**config.mk**
```make
export PLATFORM = sky130hd
export DESIGN_NAME = winner_bar
export DESIGN_NICKNAME = d
export VERILOG_FILES = /design/src/rtl/arbiter_game_pkg.sv /design/src/rtl/tick_prescaler.sv /design/src/rtl/winner_bar.sv
export SDC_FILE = /design/constraint.sdc
export NUM_CORES = 1
export LEC_CHECK = 0
export BUFFER_PORTS_ARGS = -buffer_cell sky130_fd_sc_hd__buf_2
export CAP_MARGIN = 20
export CELL_PAD_IN_SITES_DETAIL_PLACEMENT = 0
export CELL_PAD_IN_SITES_GLOBAL_PLACEMENT = 1
export CORE_UTILIZATION = 25
export DETAILED_ROUTE_END_ITERATION = 10
export MAX_ROUTING_LAYER = met4
export PLACE_DENSITY = 0.48
export SLEW_MARGIN = 10
export SYNTH_ARGS = -nofsm -noshare
export SYNTH_HDL_FRONTEND = slang
export SYNTH_SLANG_ARGS = --single-unit
```
**constraint.sdc**
```tcl
create_clock -name clk -period 1.85 [get_ports clk]
set_input_delay 0.185 -clock clk [delete_from_list [all_inputs] [get_ports clk]]
set_output_delay 0.185 -clock clk [all_outputs]
set_load 0.01 [all_outputs]
```
**src/rtl/arbiter_game_pkg.sv**
```systemverilog
// Shared definitions for the arbiter game blocks.
//   state_e  : round controller states (IDLE / RUN / DONE)
//   WIN_*    : 2-bit encoded round result driven on winner outputs
package arbiter_game_pkg;

  typedef enum logic [1:0] {
    ST_IDLE = 2'b00,
    ST_RUN  = 2'b01,
    ST_DONE = 2'b10
  } state_e;

  localparam logic [1:0] WIN_NONE = 2'b00;
  localparam logic [1:0] WIN_P1   = 2'b01;
  localparam logic [1:0] WIN_P2   = 2'b10;
  localparam logic [1:0] WIN_DRAW = 2'b11;

endpackage

```
**src/rtl/tick_prescaler.sv**
```systemverilog
// Free-running game tick generator.
//   clk      : system clock
//   reset    : asynchronous active-high reset
//   clear_in : restarts the count; the next tick follows PRESCALER_COUNT
//              clocks after the clearing edge
//   tick_out : registered single-clock pulse, one every PRESCALER_COUNT clocks
module tick_prescaler #(
  parameter int PRESCALER_COUNT = 4
) (
  input  logic clk,
  input  logic reset,
  input  logic clear_in,
  output logic tick_out
);

  localparam int CNT_W = $clog2(PRESCALER_COUNT);
  localparam logic [CNT_W-1:0] CNT_MAX = CNT_W'(PRESCALER_COUNT - 1);
  // Tick is raised one count early so that logic consuming it acts on the
  // edge exactly PRESCALER_COUNT clocks after the clear.
  localparam logic [CNT_W-1:0] CNT_PRE = CNT_W'(PRESCALER_COUNT - 2);

  logic [CNT_W-1:0] cnt_q, cnt_d;
  logic             tick_q, tick_d;

  always_comb begin
    cnt_d  = cnt_q + CNT_W'(1);
    tick_d = 1'b0;
    if (clear_in) begin
      cnt_d = '0;
    end else begin
      if (cnt_q == CNT_MAX) cnt_d = '0;
      tick_d = (cnt_q == CNT_PRE);
    end
  end

  always_ff @(posedge clk or posedge reset) begin
    if (reset) begin
      cnt_q  <= '0;
      tick_q <= 1'b0;
    end else begin
      cnt_q  <= cnt_d;
      tick_q <= tick_d;
    end
  end

  assign tick_out = tick_q;

endmodule

```
**src/rtl/winner_bar.sv**
```systemverilog
// Round controller and N-LED tug-of-war bar.
//   clk        : system clock
//   reset      : asynchronous active-high reset, returns to IDLE, outputs 0
//   start_in   : level, starts a round when high in IDLE or DONE
//   w1_in      : player 1 pulling (position toward MSB), sampled on ticks
//   w2_in      : player 2 pulling (position toward LSB), sampled on ticks
//   leds_out   : one-hot position, blank in IDLE, blinking in DONE
//   w_done_out : round finished
//   winner_out : 00 none, 01 player 1, 10 player 2, 11 draw
module winner_bar
  import arbiter_game_pkg::*;
#(
  parameter int CLOCK_FREQ      = 12000000,
  parameter int PRESCALER_COUNT = CLOCK_FREQ / 4,
  parameter int N_LEDS          = 5,
  parameter int START_POS       = (N_LEDS - 1) / 2,
  parameter int TIMEOUT_TICKS   = 15,
  parameter int WRAP            = 0
) (
  input  logic              clk,
  input  logic              reset,
  input  logic              start_in,
  input  logic              w1_in,
  input  logic              w2_in,
  output logic [N_LEDS-1:0] leds_out,
  output logic              w_done_out,
  output logic [1:0]        winner_out
);

  localparam int POS_W = $clog2(N_LEDS);
  localparam int TO_W  = $clog2(TIMEOUT_TICKS + 1);

  localparam logic [POS_W-1:0] POS_START = POS_W'(START_POS);
  localparam logic [POS_W-1:0] POS_LAST  = POS_W'(N_LEDS - 1);
  localparam logic [TO_W-1:0]  TO_LAST   = TO_W'(TIMEOUT_TICKS - 1);
  localparam logic             WRAP_EN   = (WRAP != 0);

  // Position after one tick of pulling: wraps at the ends in WRAP mode,
  // otherwise saturates so pos never leaves [0, N_LEDS-1].
  function automatic logic [POS_W-1:0] step_pos(input logic [POS_W-1:0] p,
                                                input logic up,
                                                input logic dn);
    logic [POS_W-1:0] r;
    r = p;
    if (up && !dn) begin
      if (p == POS_LAST) r = WRAP_EN ? '0 : POS_LAST;
      else               r = p + POS_W'(1);
    end else if (dn && !up) begin
      if (p == '0) r = WRAP_EN ? POS_LAST : '0;
      else         r = p - POS_W'(1);
    end
    return r;
  endfunction

  function automatic logic [N_LEDS-1:0] onehot(input logic [POS_W-1:0] p);
    logic [N_LEDS-1:0] r;
    r = {{(N_LEDS-1){1'b0}}, 1'b1} << p;
    return r;
  endfunction

  state_e            state_q, state_d;
  logic [POS_W-1:0]  pos_q, pos_d, pos_nxt;
  logic [TO_W-1:0]   tout_q, tout_d;
  logic [N_LEDS-1:0] leds_q, leds_d;
  logic              done_q, done_d;
  logic [1:0]        win_q, win_d;
  logic              blink_q, blink_d;
  logic              tick;
  logic              start_acc;

  assign start_acc = start_in && (state_q != ST_RUN);
  assign pos_nxt   = step_pos(pos_q, w1_in, w2_in);

  tick_prescaler #(
    .PRESCALER_COUNT(PRESCALER_COUNT)
  ) u_tick (
    .clk      (clk),
    .reset    (reset),
    .clear_in (start_acc),
    .tick_out (tick)
  );

  always_comb begin
    state_d = state_q;
    pos_d   = pos_q;
    tout_d  = tout_q;
    leds_d  = leds_q;
    done_d  = done_q;
    win_d   = win_q;
    blink_d = blink_q;

    case (state_q)
      ST_IDLE, ST_DONE: begin
        if (start_acc) begin
          state_d = ST_RUN;
          pos_d   = POS_START;
          tout_d  = '0;
          leds_d  = onehot(POS_START);
          done_d  = 1'b0;
          win_d   = WIN_NONE;
          blink_d = 1'b0;
        end else if (state_q == ST_DONE && tick) begin
          // Blank phase comes first after entering DONE.
          leds_d  = blink_q ? onehot(pos_q) : '0;
          blink_d = !blink_q;
        end
      end

      ST_RUN: begin
        if (tick) begin
          pos_d  = pos_nxt;
          leds_d = onehot(pos_nxt);
          tout_d = tout_q + TO_W'(1);
          // Edge win is checked before timeout so it takes precedence.
          if (!WRAP_EN && pos_nxt == POS_LAST) begin
            state_d = ST_DONE;
            done_d  = 1'b1;
            win_d   = WIN_P1;
            blink_d = 1'b0;
          end else if (!WRAP_EN && pos_nxt == '0) begin
            state_d = ST_DONE;
            done_d  = 1'b1;
            win_d   = WIN_P2;
            blink_d = 1'b0;
          end else if (tout_q == TO_LAST) begin
            state_d = ST_DONE;
            done_d  = 1'b1;
            blink_d = 1'b0;
            if (pos_nxt > POS_START)      win_d = WIN_P1;
            else if (pos_nxt < POS_START) win_d = WIN_P2;
            else                          win_d = WIN_DRAW;
          end
        end
      end

      default: begin
        state_d = ST_IDLE;
      end
    endcase
  end

  always_ff @(posedge clk or posedge reset) begin
    if (reset) begin
      state_q <= ST_IDLE;
      pos_q   <= POS_START;
      tout_q  <= '0;
      leds_q  <= '0;
      done_q  <= 1'b0;
      win_q   <= WIN_NONE;
      blink_q <= 1'b0;
    end else begin
      state_q <= state_d;
      pos_q   <= pos_d;
      tout_q  <= tout_d;
      leds_q  <= leds_d;
      done_q  <= done_d;
      win_q   <= win_d;
      blink_q <= blink_d;
    end
  end

  assign leds_out   = leds_q;
  assign w_done_out = done_q;
  assign winner_out = win_q;

endmodule

```
### Word level (Yosys, flattened, before mapping)

Index checks and enable logic that the tools add are counted.

* register bits: 41

* add/sub/neg operators: 4
* $lt $le $gt $ge: 2
* equal/unequal tests: 12
* shift operators: 2
* mux-type cells: 45
* reductions and logical operators: 17

Operator list (count)
* equality test 22 bit, second input constant: 2
* 2-to-1 mux 22 bit: 2
* adder 22 x 1 -> 22 bit, second input constant: 1
* 2-to-1 mux 2 bit: 11
* 2-to-1 mux 5 bit: 4
* 2-to-1 mux 3 bit: 6
* 2-to-1 mux 1 bit: 13
* case mux 5 bit (2 select lines): 1
* << shifter 1 x 3 -> 5 bit, first input constant: 2
* AND reduction 3 bit: 3
* 2-to-1 mux 4 bit: 2
* case mux 2 bit (2 select lines): 2
* case mux 4 bit (2 select lines): 1
* AND reduction 4 bit: 2
* equality test 3 bit, second input constant: 2
* logical NOT 3 bit: 2
* case mux 3 bit (2 select lines): 1
* adder 4 x 1 -> 4 bit, second input constant: 1
* equality test 4 bit, second input constant: 1
* logical AND 1 bit: 4
* != test 2 x 1 -> 1 bit, second input constant: 2
* != test 4 bit, second input constant: 1
* case mux 1 bit (2 select lines): 2
* adder 3 x 1 -> 3 bit, second input constant: 1
* other kinds (11): 13

### Longest topological paths before layout

* depth in word-level cells: 12
* mapped depth: 8
* mapped depth without buffers: 7

### Hierarchy

Synthesis repeated with hierarchy kept, for this count alone.

* cell total of the unflattened synthesis: 274
* area, all modules: 2555.0 µm²

Modules (own cells, without submodules)
* winner_bar: instances 1, cells an instance 139, area each 1285.0 µm², seq. area each 451.7 µm²
* tick_prescaler: instances 1, cells an instance 135, area each 1270.0 µm², seq. area each 575.6 µm²

### Worst setup path before layout

OpenSTA, ideal clock, no wires.

* kind: reg2reg
* start point: reg pos_q[1]
* end point: reg done_q (netlist: w_done_out)
* library setup time: 0.125 ns
* arrival time: 1.912 ns
* setup slack: -0.187 ns
* stages on the path, launching flop included: 8
* buffers on the path: 0
* clock period less this slack: 2.037 ns
* cell sequence: dfstp_2 -> inv_1 -> ha_1 -> mux2i_1 -> o221a_4 -> a21boi_4 -> o21ai_4 -> mux2_4

* word-level cells in the longest chain between the ends: 9
* elaborated cells between the ends (all ways): 16
* those cells by class: 2 x add/sub; 3 x eq/ne; 8 x mux; 3 x reduce/logical

Ends and longest elaborated chain
* start: declaration: RTL line winner_bar.sv:62 `logic [POS_W-1:0] pos_q, pos_d, pos_nxt;`
* start signal: assignment: RTL line winner_bar.sv:153 `pos_q <= pos_d;`
* subtractor 3 x 1 -> 3 bit or logical NOT 3 bit (tied branches): RTL line winner_bar.sv:50, winner_bar.sv:49
* 2-to-1 mux 3 bit: RTL line winner_bar.sv:49 `if (p == '0) r = WRAP_EN ? POS_LAST : '0;`
* 2-to-1 mux 3 bit: RTL line winner_bar.sv:48 `end else if (dn && !up) begin`
* 2-to-1 mux 3 bit *: RTL line winner_bar.sv:45 `if (up && !dn) begin`
* logical NOT 3 bit: RTL line winner_bar.sv:120 `end else if (!WRAP_EN && pos_nxt == '0) begin`
* 2-to-1 mux 1 bit: RTL line winner_bar.sv:120
* 2-to-1 mux 1 bit: RTL line winner_bar.sv:115 `if (!WRAP_EN && pos_nxt == POS_LAST) begin`
* 2-to-1 mux 1 bit: RTL line winner_bar.sv:110 `if (tick) begin`
* case mux 1 bit (2 select lines): RTL line winner_bar.sv:92 `case (state_q)`
* end signal: assignment: RTL line winner_bar.sv:156 `done_q <= done_d;`
* end: declaration: RTL line winner_bar.sv:65 `logic done_q, done_d;`

Mark *: on every way between the ends. The rest lies on a longest branch, timed or not. The select of a mux whose other input is x is not followed.
A chain may end at the register's enable or synchronous reset.

### Final worst setup path

Same ends and word-level chain as after synthesis.

==> flow_results.xml <==
<?xml version="1.0" encoding="UTF-8"?>
<metrics>
  <group name="yosys">
    <metric name="synthesis.area_per_instance" unit="sq um">9.79</metric>
    <metric name="synth_top_area_share" unit="%">42.4</metric>
    <metric name="primary_ff_master_synth" unit="">sky130_fd_sc_hd__dfrtp_1</metric>
    <metric name="post_synth_xor_area_fraction" unit="%">8.43</metric>
    <metric name="synth_common_cells" unit="">sky130_fd_sc_hd__dfrtp_1 (40), sky130_fd_sc_hd__nor2_1 (31), sky130_fd_sc_hd__nand3_1 (18)</metric>
    <metric name="synth_area_leaders" unit="">sky130_fd_sc_hd__dfrtp_1 (42%), sky130_fd_sc_hd__ha_1 (5.3%), sky130_fd_sc_hd__nor2_1 (4.9%)</metric>
    <metric name="post_synth_fa_ha_maj_area_fraction" unit="%">5.30</metric>
    <metric name="synth_top_family_by_area" unit="">simple AND/OR/NAND/NOR gates</metric>
    <metric name="synth_area_in_simple_gates" unit="%">25.3</metric>
    <metric name="synth-seq-area-share" unit="%">43.5</metric>
    <metric name="synth.distinct_cells" unit="">54</metric>
    <metric name="proportion_of_synthesized_flip_flops_having_asynchronous_set_or_reset" unit="%">100</metric>
    <metric name="synth_edf_count" unit="">0</metric>
    <metric name="synthMuxAreaShare" unit="%">2.97</metric>
    <metric name="synth.ff_latch_count" unit="">41</metric>
    <metric name="synth_top_cell_by_area" unit="">sky130_fd_sc_hd__dfrtp_1</metric>
    <metric name="synth_area_in_compound_gates" unit="%">11.2</metric>
    <metric name="post_synth_instance_area" unit="sq um">2360</metric>
    <metric name="syn_inst" unit="">241</metric>
    <metric name="synth.most_common_cell" unit="">sky130_fd_sc_hd__dfrtp_1</metric>
    <metric name="yosysWarningCount" unit="">0</metric>
    <metric name="postSynthNetCount" unit="">256</metric>
  </group>
  <group name="power">
    <metric name="powerDensity" unit="nW/um^2">1210</metric>
    <metric name="peakVddDrop" unit="mV">0.350</metric>
    <metric name="leakagePower" unit="nW">1.25</metric>
  </group>
  <group name="setup_path">
    <metric name="required_time_worst_endpoint" unit="ps">2030</metric>
    <metric name="cp_data_arrival_time" unit="ps">2090</metric>
    <metric name="timing.critical_path.to_type" unit="">flop</metric>
    <metric name="cp_max_fo" unit="">4</metric>
    <metric name="critPathKind" unit="">reg2reg</metric>
    <metric name="critPathLaunchType" unit="">flop</metric>
  </group>
  <group name="drt">
    <metric name="remaining_routing_drc_violations" unit="">0</metric>
    <metric name="total_number_of_vias" unit="">1809</metric>
    <metric name="drt-vias-per-instance" unit="">4.59</metric>
    <metric name="route.antenna.remaining_nets" unit="">0</metric>
    <metric name="routed_wirelength" unit="um">5410</metric>
    <metric name="wire_per_inst" unit="um">13.7</metric>
    <metric name="drt_first_pass_iters" unit="">4</metric>
    <metric name="drtIter0Drc" unit="">76</metric>
  </group>
  <group name="job">
    <metric name="maxCapViolCount" unit="">0</metric>
  </group>
  <group name="clock_tree">
    <metric name="htreeDepth" unit="">2</metric>
    <metric name="cts.clk_slew.worst_paths" unit="ps">80</metric>
    <metric name="ctsLongestPathBuffers" unit="">2</metric>
    <metric name="cts_inserted_buffers" unit="">5</metric>
    <metric name="insertion_delay" unit="ps">290</metric>
    <metric name="clock-sinks" unit="">41</metric>
    <metric name="clockRootBuffer" unit="">sky130_fd_sc_hd__clkbuf_8</metric>
    <metric name="tritoncts" unit="">done</metric>
  </group>
  <group name="floorplan">
    <metric name="core-area" unit="sq um">9200</metric>
    <metric name="ios" unit="">13</metric>
    <metric name="start_util" unit="%">25.7</metric>
    <metric name="floorplan.die.width" unit="um">99.2</metric>
    <metric name="core.rowCount" unit="">35</metric>
    <metric name="die_h" unit="um">99.2</metric>
    <metric name="die_area" unit="sq um">9830</metric>
  </group>
  <group name="placement">
    <metric name="dpl-instance-area" unit="sq um">2740</metric>
    <metric name="finalWeightedCongestion" unit="">0.740</metric>
    <metric name="post-dp-hpwl" unit="um">3960</metric>
    <metric name="place.port_buffers" unit="">12</metric>
  </group>
  <group name="grt">
    <metric name="antenna_found_initial" unit="">0</metric>
    <metric name="gr_ovfl_total" unit="">0</metric>
    <metric name="grt_pass1_vias" unit="">1771</metric>
    <metric name="grt_max_degree" unit="">42</metric>
    <metric name="global_router_s_overall_resource_usage" unit="%">12.3</metric>
    <metric name="grt_first_pass_wirelength" unit="um">9100</metric>
  </group>
  <group name="layout">
    <metric name="final_area" unit="sq um">2890</metric>
    <metric name="final_util" unit="%">31.4</metric>
    <metric name="post_route_cells_drive_above_1_share" unit="%">26.5</metric>
    <metric name="num-fill-cells" unit="">975</metric>
    <metric name="antenna-diode-count" unit="">0</metric>
    <metric name="nNetsFinal" unit="">297</metric>
    <metric name="layout-area-overhead-vs-synth" unit="%">22.5</metric>
  </group>
  <group name="status">
    <metric name="outcome" unit="">finished, violations left</metric>
    <metric name="violations" unit="">negative setup slack</metric>
  </group>
  <group name="sta">
    <metric name="max_slew_violations" unit="">0</metric>
    <metric name="worst_slew_margin_rel" unit="%">63.9</metric>
    <metric name="setup_tns" unit="ps">-168</metric>
    <metric name="grt_setup_unrepaired" unit="">yes</metric>
    <metric name="max_freq" unit="MHz">523</metric>
    <metric name="hold_violations" unit="">0</metric>
    <metric name="fin_crit" unit="ps">1910</metric>
    <metric name="holdWs" unit="ps">11.3</metric>
    <metric name="worst_slew_pin_slew" unit="ps">542</metric>
    <metric name="final.setup_skew" unit="ps">8.08</metric>
    <metric name="post-route-period-util" unit="%">103</metric>
    <metric name="post-route-worst-setup-slack" unit="ps">-60.4</metric>
    <metric name="report.final.setup_viol" unit="">3</metric>
  </group>
  <group name="hold_path">
    <metric name="hold_path_class" unit="">in2async</metric>
  </group>
</metrics>
[registers in the layout, summed over array words and instances, names as in the netlist]
name and flops:
blink_q 1, leds_out 5, pos_q 3, state_q 2, tout_q 4, u_tick.cnt_q 22
u_tick.tick_out 1, w_done_out 1, winner_out 2
[worst max-delay path, cell delays in order (launching register included)]
cell                       delay, ps
sky130_fd_sc_hd__dfstp_2         570
sky130_fd_sc_hd__inv_4            50
sky130_fd_sc_hd__ha_4            160
sky130_fd_sc_hd__mux2i_1         120
sky130_fd_sc_hd__o221a_4         230
sky130_fd_sc_hd__a21boi_4        150
sky130_fd_sc_hd__o21ai_4         200
sky130_fd_sc_hd__mux2_4          320
[timing repair]
item                                   4_1_cts  5_1_grt
pin swaps                                    1        4
setup endpoints to repair                    5        8
buffers inserted                             1        1
endpoints found under the hold margin        0        0
hold buffers                                 0        0
gates resized for setup                      3        4
[stage by stage]
step	std cells	setup slack (ps)	power [W]
after floorplan	241	-69.2	0.00217
after global placement	384	-55.3	0.00271
after detailed placement	384	-95.5	0.00270
after CTS	393	-74.3	0.00354
after global routing	394	-122	0.00378
final	394	-60.4	0.00351
[cells in the final DEF (no fill, tap or decap), types with 3 or more instances in the layout]
master and n:
sky130_fd_sc_hd__a21oi_1 9, sky130_fd_sc_hd__a31oi_1 4, sky130_fd_sc_hd__buf_2 12, sky130_fd_sc_hd__buf_4 29, sky130_fd_sc_hd__clkbuf_8 6, sky130_fd_sc_hd__dfrtp_1 39
sky130_fd_sc_hd__ha_1 9, sky130_fd_sc_hd__inv_1 9, sky130_fd_sc_hd__mux2i_1 4, sky130_fd_sc_hd__nand2_1 17, sky130_fd_sc_hd__nand2b_1 4, sky130_fd_sc_hd__nand3_1 18
sky130_fd_sc_hd__nand3_2 3, sky130_fd_sc_hd__nand4_1 5, sky130_fd_sc_hd__nor2_1 31, sky130_fd_sc_hd__nor3_1 5, sky130_fd_sc_hd__nor3_2 3, sky130_fd_sc_hd__nor4b_1 3
sky130_fd_sc_hd__o21ai_0 7, sky130_fd_sc_hd__xnor2_1 10, sky130_fd_sc_hd__xor2_1 9
[per-layer routing]
layer,routed length [um],part of all wire (%),vias to the layer above,global-route usage (%)
li1,-,-,916,-
met1,2930,54,863,17.5
met2,2260,42,23,17.3
met3,145,2.7,7,2.81
met4,77,1.4,0,3.73
met5,0,0,-,-
[logic make-up after synthesis]
family                   after synthesis
AND/OR/NAND/NOR                      110
flip-flops                            41
AO/OA/AOI/OAI                         35
XOR/XNOR                              21
buffers and inverters                 18
adder cells (fa/ha/maj)               10
multiplexers                           6
[final timing paths]
| check | to | slack, ps | startpoint | cells after the start |
|---|---|---|---|---|
| min in group clk | state_q[1]$_DFFE_PP0P_ | 300 | start_in | 3 |
| min reg2reg | leds_out[3]$_DFFE_PP0P_ | 490 | leds_out[3]$_DFFE_PP0P_ | 1 |
| max reg2reg | w_done_out$_DFFE_PP0P_ | -60 | pos_q[1]$_DFFE_PP1P_ | 7 |
| min | u_tick.cnt_q[14]$_DFF_PP0_ | 10 | reset | 3 |
| max in group asynchronous | pos_q[2]$_DFFE_PP0P_ | 1440 | reset | 3 |
| max | w_done_out$_DFFE_PP0P_ | -60 | pos_q[1]$_DFFE_PP1P_ | 7 |
[final cells by class]
class | instances | area [sq um] | area share (%)
multi-input combinational | 182 | 1290 | 44.5
clock inverter | 1 | 30.0 | 1.04
timing repair buffer | 41 | 278 | 9.61
tap | 111 | 139 | 4.80
clock buffer | 7 | 86.3 | 2.99
inverter | 11 | 43.8 | 1.51
sequential | 41 | 1030 | 35.6
[where the power goes]
group / switching, W / internal, W / total, W
clock network: 0.000334 / 0.000441 / 0.000775
registers: 0.000223 / 0.00115 / 0.00137
logic: 0.000668 / 0.000699 / 0.00137
No activity file was read; power rests on OpenSTA's default activity.
